## config.mk

```make
export PLATFORM = sky130hd
export DESIGN_NAME = xor_stream_cipher_mch
export DESIGN_NICKNAME = d
export VERILOG_FILES = /design/src/rtl/xor_stream_cipher_mch.sv
export SDC_FILE = /design/constraint.sdc
export NUM_CORES = 1
export LEC_CHECK = 0
export CAP_MARGIN = 0
export CORE_UTILIZATION = 26
export DETAILED_ROUTE_END_ITERATION = 10
export GPL_TIMING_DRIVEN = 0
export PLACE_DENSITY = 0.52
export SYNTH_ARGS = -nofsm -noshare
export SYNTH_HDL_FRONTEND = slang
export SYNTH_SLANG_ARGS = --single-unit
```

## constraint.sdc

```tcl
create_clock -name clk -period 4.6 [get_ports clk]
set_clock_uncertainty 0.15 [all_clocks]
set_input_delay 0.69 -clock clk [delete_from_list [all_inputs] [get_ports clk]]
set_output_delay 0.69 -clock clk [all_outputs]
set_load 0.05 [all_outputs]
```

## src/rtl/xor_stream_cipher_mch.sv

```systemverilog
// Multi-channel XOR stream cipher: per-channel Galois LFSR keystream, serial config chain,
// 1-cycle registered valid/ready output per channel; cfg_en and ld stall accepts, drains continue.
module xor_stream_cipher_mch #(
    parameter int           M        = 32,
    parameter int           W        = 8,
    parameter int           NCH      = 2,
    parameter logic [M-1:0] DEF_TAPS = 32'h48000000,
    parameter logic [M-1:0] DEF_SEED = 32'h00000055
) (
    input  logic             clk,
    input  logic             rst,
    input  logic             cfg_en,
    input  logic             cfg_i,
    output logic             cfg_o,
    output logic             ld,
    input  logic [NCH-1:0]   in_valid,
    output logic [NCH-1:0]   in_ready,
    input  logic [NCH*W-1:0] in_data,
    output logic [NCH-1:0]   out_valid,
    input  logic [NCH-1:0]   out_ready,
    output logic [NCH*W-1:0] out_data,
    output logic [NCH-1:0]   zero_err
);

    localparam int L  = NCH * 2 * M;
    localparam int CW = $clog2(L + 1);

    logic [L-1:0]  cfg_reg;
    logic [CW-1:0] cnt;

    assign cfg_o = cfg_en & cfg_reg[0];

    // Only a complete run of L consecutive shifts arms a reload.
    always_ff @(posedge clk) begin
        if (rst) begin
            cfg_reg <= {NCH{DEF_TAPS, DEF_SEED}};
            cnt     <= '0;
            ld      <= 1'b0;
        end else begin
            ld <= 1'b0;
            if (cfg_en) begin
                cfg_reg <= {cfg_i, cfg_reg[L-1:1]};
                if (cnt == CW'(L - 1)) begin
                    cnt <= '0;
                    ld  <= 1'b1;
                end else begin
                    cnt <= cnt + 1'b1;
                end
            end else begin
                cnt <= '0;
            end
        end
    end

    for (genvar c = 0; c < NCH; c++) begin : g_ch
        logic [M-1:0] lfsr;
        logic [M-1:0] taps;
        logic [M-1:0] s_nxt;
        logic [W-1:0] ks;
        logic [W-1:0] dat;
        logic         vld;
        logic         zq;
        logic         acc;

        assign in_ready[c]          = !cfg_en & !ld & (!vld | out_ready[c]);
        assign acc                  = in_valid[c] & in_ready[c];
        assign out_valid[c]         = vld;
        assign out_data[c*W +: W]   = dat;
        assign zero_err[c]          = zq;

        always_comb begin
            s_nxt = lfsr;
            ks    = '0;
            for (int i = 0; i < W; i++) begin
                ks[i] = s_nxt[0];
                s_nxt = (s_nxt >> 1) ^ (s_nxt[0] ? taps : '0);
            end
        end

        // Taps are captured together with the seed so a partial shift cannot disturb a running stream.
        always_ff @(posedge clk) begin
            if (rst) begin
                lfsr <= DEF_SEED;
                taps <= DEF_TAPS;
                vld  <= 1'b0;
                dat  <= '0;
                zq   <= 1'b0;
            end else begin
                if (ld) begin
                    lfsr <= cfg_reg[c*2*M +: M];
                    taps <= cfg_reg[c*2*M+M +: M];
                    zq   <= (cfg_reg[c*2*M +: M] == '0);
                end else if (acc) begin
                    lfsr <= s_nxt;
                    zq   <= (s_nxt == '0);
                end
                if (acc) begin
                    dat <= in_data[c*W +: W] ^ ks;
                    vld <= 1'b1;
                end else if (out_ready[c]) begin
                    vld <= 1'b0;
                end
            end
        end
    end

endmodule

```

Yosys cells after proc, flatten, opt, wreduce, memory -nomap -nowiden
Cells that the tools add are included.
{"block": "word_totals", "output_inout_bits": 24, "inputBits": 24, "wordCells": 85, "regBits": 285}
{"block": "classes", "add_sub_neg": 1, "reduce_logical": 14, "bitwise": 27, "mux": 29, "n_eq_ne": 1}
{"cell": "two-way mux 32 bit", "count": 20}
{"cell": "bitwise XOR 31 x 32 -> 32 bit", "count": 16}
{"cell": "logical NOT 32 bit", "count": 4}
{"cell": "bitwise XOR 8 bit", "count": 2}
{"cell": "two-way mux 1 bit", "count": 9}
{"cell": "adder 8 x 1 -> 8 bit (second input constant)", "count": 1}
{"cell": "equality test 8 x 7 -> 1 bit (second input constant)", "count": 1}
{"cell": "nonzero test 2 bit", "count": 4}
{"cell": "AND 1 bit", "count": 6}
{"cell": "logical NOT 1 bit", "count": 4}
{"cell": "OR reduction 3 bit", "count": 1}
{"cell": "OR 1 bit", "count": 2}
{"cell": "OR reduction 2 bit", "count": 1}
{"cell": "NOT 1 bit", "count": 1}

Logic depth before layout (Yosys ltp)
Gate-level depths: netlist of run 1.
{"block": "logic_depth", "ltp_word": 19, "ltp_mapped": 20, "ltp_nobuf": 14}

Least setup slack after synthesis of run 1
Ideal clock, no wire load.
{"block": "synth_path", "path_type": "register -> register", "start": "register g_ch[0].taps[0]", "end": "register g_ch[0].zq", "stages_incl_launch_ff": 18, "path_buffers": 3, "slack_ns": 0.086, "setup_time_ns": 0.069, "t_required_ns": 4.381, "arrival_time_ns": 4.295, "path_cell_list": "dfxtp_1 buf_4 or2_1 a21oi_1 or4_1 buf_2 a2111oi_4 o21ai_2 a32oi_4 mux2i_1 xnor3_1 xor2_2 buf_6 a211oi_1 o22ai_1 or4_1 or4_1 o21ai_1"}
{"block": "synth_via", "elab_chain_cells": 19}
{"element": "start, declared", "line_no": "57", "text": "logic [M-1:0] taps;"}
{"element": "start signal, assigned", "line_no": "91", "text": "taps <= cfg_reg[c*2*M+M +: M];"}
{"element": "two-way mux 32 bit", "line_no": "76", "text": "s_nxt = (s_nxt >> 1) ^ (s_nxt[0] ? taps : '0);"}
{"element": "bitwise XOR 31 x 32 -> 32 bit", "line_no": "76"}
{"element": "two-way mux 32 bit", "line_no": "76"}
{"element": "bitwise XOR 31 x 32 -> 32 bit", "line_no": "76"}
{"element": "two-way mux 32 bit", "line_no": "76"}
{"element": "bitwise XOR 31 x 32 -> 32 bit", "line_no": "76"}
{"element": "two-way mux 32 bit", "line_no": "76"}
{"element": "bitwise XOR 31 x 32 -> 32 bit", "line_no": "76"}
{"element": "(+3 left out)"}
{"element": "bitwise XOR 31 x 32 -> 32 bit", "line_no": "76"}
{"element": "two-way mux 32 bit", "line_no": "76"}
{"element": "bitwise XOR 31 x 32 -> 32 bit", "line_no": "76"}
{"element": "two-way mux 32 bit", "line_no": "76"}
{"element": "bitwise XOR 31 x 32 -> 32 bit *", "line_no": "76"}
{"element": "logical NOT 32 bit *", "line_no": "95", "text": "zq <= (s_nxt == '0);"}
{"element": "two-way mux 1 bit *", "line_no": "93", "text": "end else if (acc) begin"}
{"element": "two-way mux 1 bit *", "line_no": "89", "text": "if (ld) begin"}
{"element": "end signal, assigned", "line_no": "92", "text": "zq <= (cfg_reg[c*2*M +: M] == '0);"}
{"element": "end signal, assigned", "line_no": "95"}
{"element": "end, declared", "line_no": "62", "text": "logic zq;"}
Every way passes the cells marked *; elsewhere a longest branch is shown, timed or not. The select of a mux whose other input is x is not followed.
A chain may end at the register's enable or synchronous reset.

Worst setup path in the final report of run 1
Ends and elaborated chain as after synthesis.

==> results by group, run 1 <==
Yosys
  – Post-synth ARST share: 0%
  – Yosys reg bits: ~290
  – Post-synth EDFFs: 0
  – Mapped Area: around 0.019 sq mm
  – Top_reg_cell synth: dfxtp_1
  – Post-synthesis compound-gate area fraction: a little over an eighth
  – Post-synthesis simple-gate area fraction: between 10% and 20%
  – Synth cell types: about 80
  – Main combinational cell family by area after synthesis: XOR/XNOR gates
  – Synth Net Count: 2453
  – Syn Area/Cell: 7.93 sq um
  – Post-Synth XOR/XNOR Area: 21.2%
  – Ys Warns: 0
  – Sequential-to-total area share from yosys stat: between 20% and 30%
  – Cells after Synth: between 2000 and 2500
  – Post-synthesis mux area share: a little over a tenth
  – Post-synthesis adder-cell area fraction: 0.0650%

Worst setup path
  – Worst Setup End Kind: flop
  – WP data required: ~5 ns
  – Reg2reg start: g_ch[0].taps[0]$_SDFFE_PP0P_
  – Beginning of the critical path: g_ch[0].taps[0]$_SDFFE_PP0P_
  – CP Max Fanout: 10
  – Worst R2R Setup Slack: -0.29 ns
  – Worst EP arrival: approximately 5.3 ns
  – Crit start category: flop
  – CP Class: flop to flop

STA
  – # setup viols final: 1
  – Setup ws final: -0.291 ns
  – Max Transition Viols Final: 0
  – Hold Slack: around 0.3 ns
  – RSZ-0062 raised after global routing: yes
  – Number of hold violations in the final report: 0
  – Relative slew slack: 33.3%
  – Min cycle time layout: around 4.9 ns
  – Final period utilization: 106%
  – Slew at the pin closest to its max-slew limit: 1.00 ns
  – Max Freq: 204 MHz

Power and ir drop
  – Power, Total: between 0.005 and 0.006 W
  – Switching Share: between 20% and 30%
  – Worst IR drop on VDD: approximately 300 uV
  – Sw power: around 0.0016 W
  – Internal Power: roughly 0.0044 W
  – Leak pwr: approximately 8.2 nW
  – Flop pwr share: 43.0%
  – Clk network pwr share: 44.0%
  – Logic pwr share: between 10% and 20%
  – Pwr dens: 257 mW/mm^2

Global route
  – Gr ovfl total: 0
  – First-pass GRT wire length: a little over 100 mm
  – Initial antenna violation count: 0
  – Number of global-route vias before repair: about 16000
  – Gr usage total: approximately 18%
  – Largest net degree at the start of global routing: 15

CTS
  – Clk buf depth: 3
  – CTS root buffer: clkbuf_16
  – H-tree depth: 1
  – Worst-Skew Late Latency: between 0.5 and 0.6 ns
  – Clock sink count: about 290
  – Clk slew on worst S/H paths: ~0.070 ns
  – CTS tree: built
  – CTS buffer count: 30

Drt
  – Via Count: roughly 18000
  – Drt total wl: 68.7 mm
  – Final ANT Viol Nets: 0
  – DR WL/cell: 19.4 microns
  – Drt first-iter violations: between 1500 and 2000
  – Post-DR vias/cell: between 4 and 5
  – Drt pass-1 iters: 9
  – DRC Markers: 2

Cells and area
  – Seq. cell area: about 0.0057 sq mm
  – Filler instances: 7825
  – Final #Nets: between 2000 and 3000
  – Non-Filler Instances: approximately 3500
  – Max FFs per register: ~130
  – Area of the multi-input gates: ~0.013 sq mm
  – # diodes: 0
  – Share of layout cells above drive strength 1: 10.9%
  – Fin util: 31.8%
  – Area growth from synthesis to layout: 20.8%

Floorplanning
  – Core box area: between 0.07 and 0.08 sq mm
  – Initial Util: 26.3%
  – Top Ports: 48
  – Die Wd: ~270 microns
  – Die Y: ~270 microns
  – Die Area: about 0.075 sq mm
  – Row Count: 99

Status
  – Failing checks: DRC, setup timing
  – Status: finished with violations

Min path
  – HP Start: cnt[0]$_SDFF_PP0_
  – Worst hold path type: flop to flop

Flow run
  – Max_cap viols: 0

Place
  – Placed Cells incl. Taps: ~3400
  – HPWL after DPL: 49.8 mm
  – DP Worst Slack: -1.39 ns
  – Buffers on Ports: 45
  – RePlAce Congestion: approximately 0.9
-- layer usage --
metal	vias up	share of wire [%]	GRT usage [%]	wire length, microns
met5	-	0	0	0
met4	0	2.2	3.89	1520
met3	88	5.3	1.59	3640
met2	503	45	28.4	31000
met1	8465	47	25.2	32500
li1	8496	-	-	-
-- cell type report --
class	count	area share [%]
plain buffers	212	4.42
clock inverters	11	0.608
inverters	13	0.210
multi-input cells	1914	57.1
clock buffers	43	3.87
repair buffers	101	4.05
flip-flops and latches	285	24.6
well taps	959	5.16
-- critical path, cell delays in order, from the launching register on --
cell and delay [ns]:
dfxtp_2 0.32, buf_6 0.12, or2_4 0.13, a21oi_4 0.06, or4_4 0.60, a2111oi_4 0.42, a211o_1 0.22, a32oi_4 0.14
buf_4 0.19, xnor2_4 0.25, clkbuf_2 0.35, a21oi_1 0.14, a211oi_1 0.38, o211ai_1 0.21, a22oi_2 0.24, nand4_1 0.21
or4_1 0.57, o21ai_1 0.13
-- per-stage QoR --
stage	area [sq um]	TNS, ns
2_1_floorplan	19200	0
3_3_place_gp	20900	-41.42
3_5_place_dp	20900	-39.94
4_1_cts	22700	-0.316
5_1_grt	23300	-0.444
6_report	23300	-0.291
-- repair_timing --
item	4_1_cts	5_1_grt
setup buffers	27	26
gates resized for setup	118	98
hold buffers	0	0
gates cloned	2	2
endpoints found under the setup margin	70	10
pin swaps	27	45
-- cell families after synthesis --
group | Yosys count
buffers and inverters | 229
multiplexers | 203
AO/OA/AOI/OAI | 367
adder cells (fa/ha/maj) | 1
XOR/XNOR | 437
flip-flops | 285
AND/OR/NAND/NOR | 906
-- power by group through the flow --
stage / clock network [W] / registers, W / logic, W
after floorplan: 0 / 0.00263 / 0.000467
after global placement: 0 / 0.00263 / 0.000712
after detailed placement: 0 / 0.00263 / 0.000712
after CTS: 0.00266 / 0.00257 / 0.000745
after global routing: 0.00277 / 0.00258 / 0.000822
final: 0.00263 / 0.00257 / 0.000776
-- worst paths after layout --
path,end,depth (start not counted)
worst max-delay path,g_ch[0].zq$_SDFFE_PP0P_,17
worst min register to register,cnt[0]$_SDFF_PP0_,1
worst max register to register,g_ch[0].zq$_SDFFE_PP0P_,17
worst min-delay path,cnt[0]$_SDFF_PP0_,1
-- Yosys cell counts (23+ instances only) --
cell type | number | area share (%)
a211oi_1 | 34 | 1.3
a21oi_1 | 82 | 2.1
a22oi_1 | 41 | 1.6
and3_1 | 23 | 0.75
buf_1 | 33 | 0.64
buf_2 | 25 | 0.65
clkbuf_1 | 146 | 2.8
dfxtp_1 | 285 | 30
mux2i_1 | 200 | 10
nand2_1 | 484 | 9.4
nand3_1 | 48 | 1.2
nor2_1 | 234 | 4.6
nor3_1 | 27 | 0.70
o211a_1 | 23 | 1.2
o21ai_0 | 47 | 1.2
xnor2_1 | 372 | 17
xor2_1 | 45 | 2.0
-- layout by cell type, fill, tap and decap left out, types with 7 or more instances in the layout --
cell             netlist  routed
clkdlybuf4s50_1        0      45
a211oi_1              34      25
xor2_1                45      40
o211a_1               23      23
a31oi_1               13      13
inv_1                 12      12
o211ai_1              20      20
clkbuf_2               0      22
nor3_1                27      27
nand3_1               48      48
buf_4                  9      59
and3_1                23      23
xnor2_1              372     350
nor2_1               234     233
buf_1                 33      31
a22oi_1               41      37
dfxtp_1              285     276
clkbuf_16              0      32
buf_6                  3      21
a221oi_1              19      19
xnor3_1               14      11
o21a_1                 9       9
xnor2_4                0       7
a211o_1               16      16
nor4_1                18      13
a211oi_2               1       8
o21ai_0               47      45
a21oi_1               82      77
clkbuf_1             146     125
xnor2_2                3      18
clkbuf_8               0       8
nand2_1              484     478
mux2i_1              200     197
nand4_1               14      14
Note: power is estimated with default switching activity, not from simulation.
==> run 2, diff against run 1 <==
Settings changed: HOLD_SLACK_MARGIN from default to 0.02, SLEW_MARGIN from default to 20, TNS_END_PERCENT from default to 1.
==> run 2 against run 1 <==
  * The flow still finishes with violations (DRC, setup timing)
  * Via count fell by 0.13%
  * First-iteration DRC count did not move
  * Die area did not move
  * Worst hold slack improved by 0.0041 ns
  * Setup slack improved by 0.034 ns
  * Register-to-register slack improved by 0.03 ns
  * Largest cell class unchanged
  * Largest power group unchanged
==> results by group, run 2 (synthesis results as in run 1) <==
Place
  – RePlAce Congestion: 0.895 (unchanged)
  – Buffers on Ports: 45 (unchanged)
  – Placed Cells incl. Taps: 3433 (was 3432)
  – HPWL after DPL: 49.8 mm (about the same)
  – DP Area: 0.0209 sq mm (about the same)

Power and ir drop
  – Leak pwr: 8.03 nW (was 8.21 nW)
  – Pwr dens: 265 mW/mm^2 (was 257 mW/mm^2)
  – Worst IR drop on VDD: 294 uV (was 302 uV)

Cells and area
  – Filler instances: 7821 (was 7825)
  – Final #Nets: 2559 (was 2582)
  – Area growth from synthesis to layout: 19.5% (was 20.8%)
  – Non-Filler Instances: 3516 (was 3538)
  – Design area: 0.0230 sq mm (was 0.0233 sq mm)
  – Max FFs per register: 128 (unchanged)
  – # diodes: 0 (unchanged)
  – Commonest cells after routing, fill and taps aside: nand2_1, xnor2_1, dfxtp_1, nor2_1, mux2i_1 (unchanged)
  – Fin util: 31.5% (was 31.8%)
  – Share of layout cells above drive strength 1: 9.11% (was 10.9%)
  – Commonest non-fill, non-tap cell in the layout: nand2_1 (unchanged)

Drt
  – Drt total wl: 67.8 mm (was 68.7 mm)
  – Final ANT Viol Nets: 0 (unchanged)
  – Drt pass-1 iters: 8 (was 9)
  – Post-DR vias/cell: 4.99 (was 4.96)
  – DR WL/cell: 19.3 microns (was 19.4 microns)
  – Drt first-iter violations: 1553 (unchanged)
  – Via Count: 17500 (was 17600)
  – DRC Markers: 2 (unchanged)

Global route
  – First-pass GRT wire length: 101 mm (was 102 mm)
  – Number of global-route vias before repair: 16200 (about the same)
  – Gr ovfl total: 0 (unchanged)
  – Initial antenna violation count: 1 (was 0)
  – Gr usage total: 17.5% (was 17.6%)
  – Largest net degree at the start of global routing: 18 (was 15)

STA
  – Final period utilization: 106% (about the same)
  – Setup TNS: -0.417 ns (was -0.291 ns)
  – Min cycle time layout: 4.86 ns (was 4.89 ns)
  – Number of hold violations in the final report: 0 (unchanged)
  – RSZ-0062 raised after global routing: yes (unchanged)
  – Relative slew slack: 33.7% (was 33.3%)
  – # setup viols final: 2 (was 1)
  – Setup ws final: -0.257 ns (was -0.291 ns)
  – Max Transition Viols Final: 0 (unchanged)
  – Slew at the pin closest to its max-slew limit: 0.995 ns (was 1.00 ns)
  – Max Freq: 206 MHz (was 204 MHz)

Worst setup path
  – Crit start category: flop (unchanged)
  – Worst Setup End Kind: flop (unchanged)
  – WP data required: 4.97 ns (was 4.98 ns)
  – Worst EP arrival: 5.23 ns (was 5.27 ns)
  – CP Class: flop to flop (unchanged)
  – CP Max Fanout: 10 (unchanged)

Floorplanning
  – Initial Util: 26.3% (unchanged)
  – Core box area: 0.0731 sq mm (unchanged)
  – Top Ports: 48 (unchanged)
  – Die Y: 274 microns (unchanged)
  – Die Area: 0.0751 sq mm (unchanged)
  – Die Wd: 274 microns (unchanged)
  – Row Count: 99 (unchanged)

CTS
  – CTS root buffer: clkbuf_16 (unchanged)
  – CTS tree: built (unchanged)
  – Clk slew on worst S/H paths: 0.07 ns (about the same)
  – Clock sink count: 285 (unchanged)
  – Worst-Skew Late Latency: 0.59 ns (about the same)
  – H-tree depth: 1 (unchanged)
  – Clk buf depth: 3 (unchanged)
  – CTS buffer count: 30 (unchanged)

Flow run
  – Max_cap viols: 0 (unchanged)

Min path
  – Worst hold path type: flop to flop (unchanged)

Status
  – Failing checks: DRC, setup timing (unchanged)
  – Status: finished with violations (unchanged)
[run 2: critical path, stage by stage, from the launching register on]
cell	delay [ns]
dfxtp_4	0.35
buf_4	0.16
buf_1	0.65
a32oi_1	0.24
xor2_1	0.33
xnor2_2	0.20
xnor3_2	0.52
mux2i_4	0.27
buf_6	0.17
buf_4	0.13
buf_6	0.16
o211a_1	0.18
o211ai_1	0.17
a22oi_1	0.24
nand4_1	0.22
or4_1	0.53
o21ai_1	0.13
[run 2: area by class of cell]
class / count / area (sq um) / share of cell area, %
buffer: 212 / 1010 / 4.39
clock buffer: 40 / 860 / 3.74
clock inverter: 15 / 239 / 1.04
inverter: 13 / 48.8 / 0.212
multi-input combinational: 1914 / 13200 / 57.3
sequential: 285 / 5720 / 24.9
tap: 959 / 1200 / 5.22
timing repair buffer: 78 / 756 / 3.29
[run 2: report_power, final]
group	internal, W	switching, W	total [W]
registers	0.00252	0.0000576	0.00257
logic	0.000303	0.000462	0.000765
clock network	0.00165	0.00111	0.00276
total	0.00447	0.00163	0.00610
[run 2: layer usage]
metal | part of all wire, % | up-vias | GRT usage [%] | routed length, microns
li1 | - | 8447 | - | -
met1 | 46 | 8401 | 24.5 | 31200
met2 | 44 | 559 | 27.2 | 29800
met3 | 6.5 | 121 | 2.55 | 4390
met4 | 3.5 | 2 | 5.76 | 2360
met5 | 0.015 | - | 0 | 10
[run 2: path summary, 6_finish.rpt]
check | start | to | slack (ns) | depth (start not counted)
worst max-delay path | g_ch[0].lfsr[0]$_SDFFE_PP1P_ | g_ch[0].zq$_SDFFE_PP0P_ | -0.26 | 16
worst min-delay path | cnt[0]$_SDFF_PP0_ | cnt[0]$_SDFF_PP0_ | 0.30 | 1
worst max register to register | g_ch[0].lfsr[0]$_SDFFE_PP1P_ | g_ch[0].zq$_SDFFE_PP0P_ | -0.26 | 16
worst min register to register | cnt[0]$_SDFF_PP0_ | cnt[0]$_SDFF_PP0_ | 0.30 | 1
[run 2: stage by stage]
step / hold WS [ns] / power (W) / worst slack (ns)
2_1_floorplan: 0.268 / 0.00310 / 0.0859
3_3_place_gp: 0.278 / 0.00334 / -1.43
3_5_place_dp: 0.289 / 0.00334 / -1.24
4_1_cts: 0.301 / 0.00613 / -0.222
5_1_grt: 0.335 / 0.00631 / -0.376
6_report: 0.298 / 0.00610 / -0.257
[run 2: timing repair]
action	4_1_cts	5_1_grt
hold buffers	0	0
setup endpoints to repair	69	20
pin swaps	26	8
hold endpoints to repair	0	0
buffers inserted	30	1
gates cloned	1	0
gates resized for setup	133	26
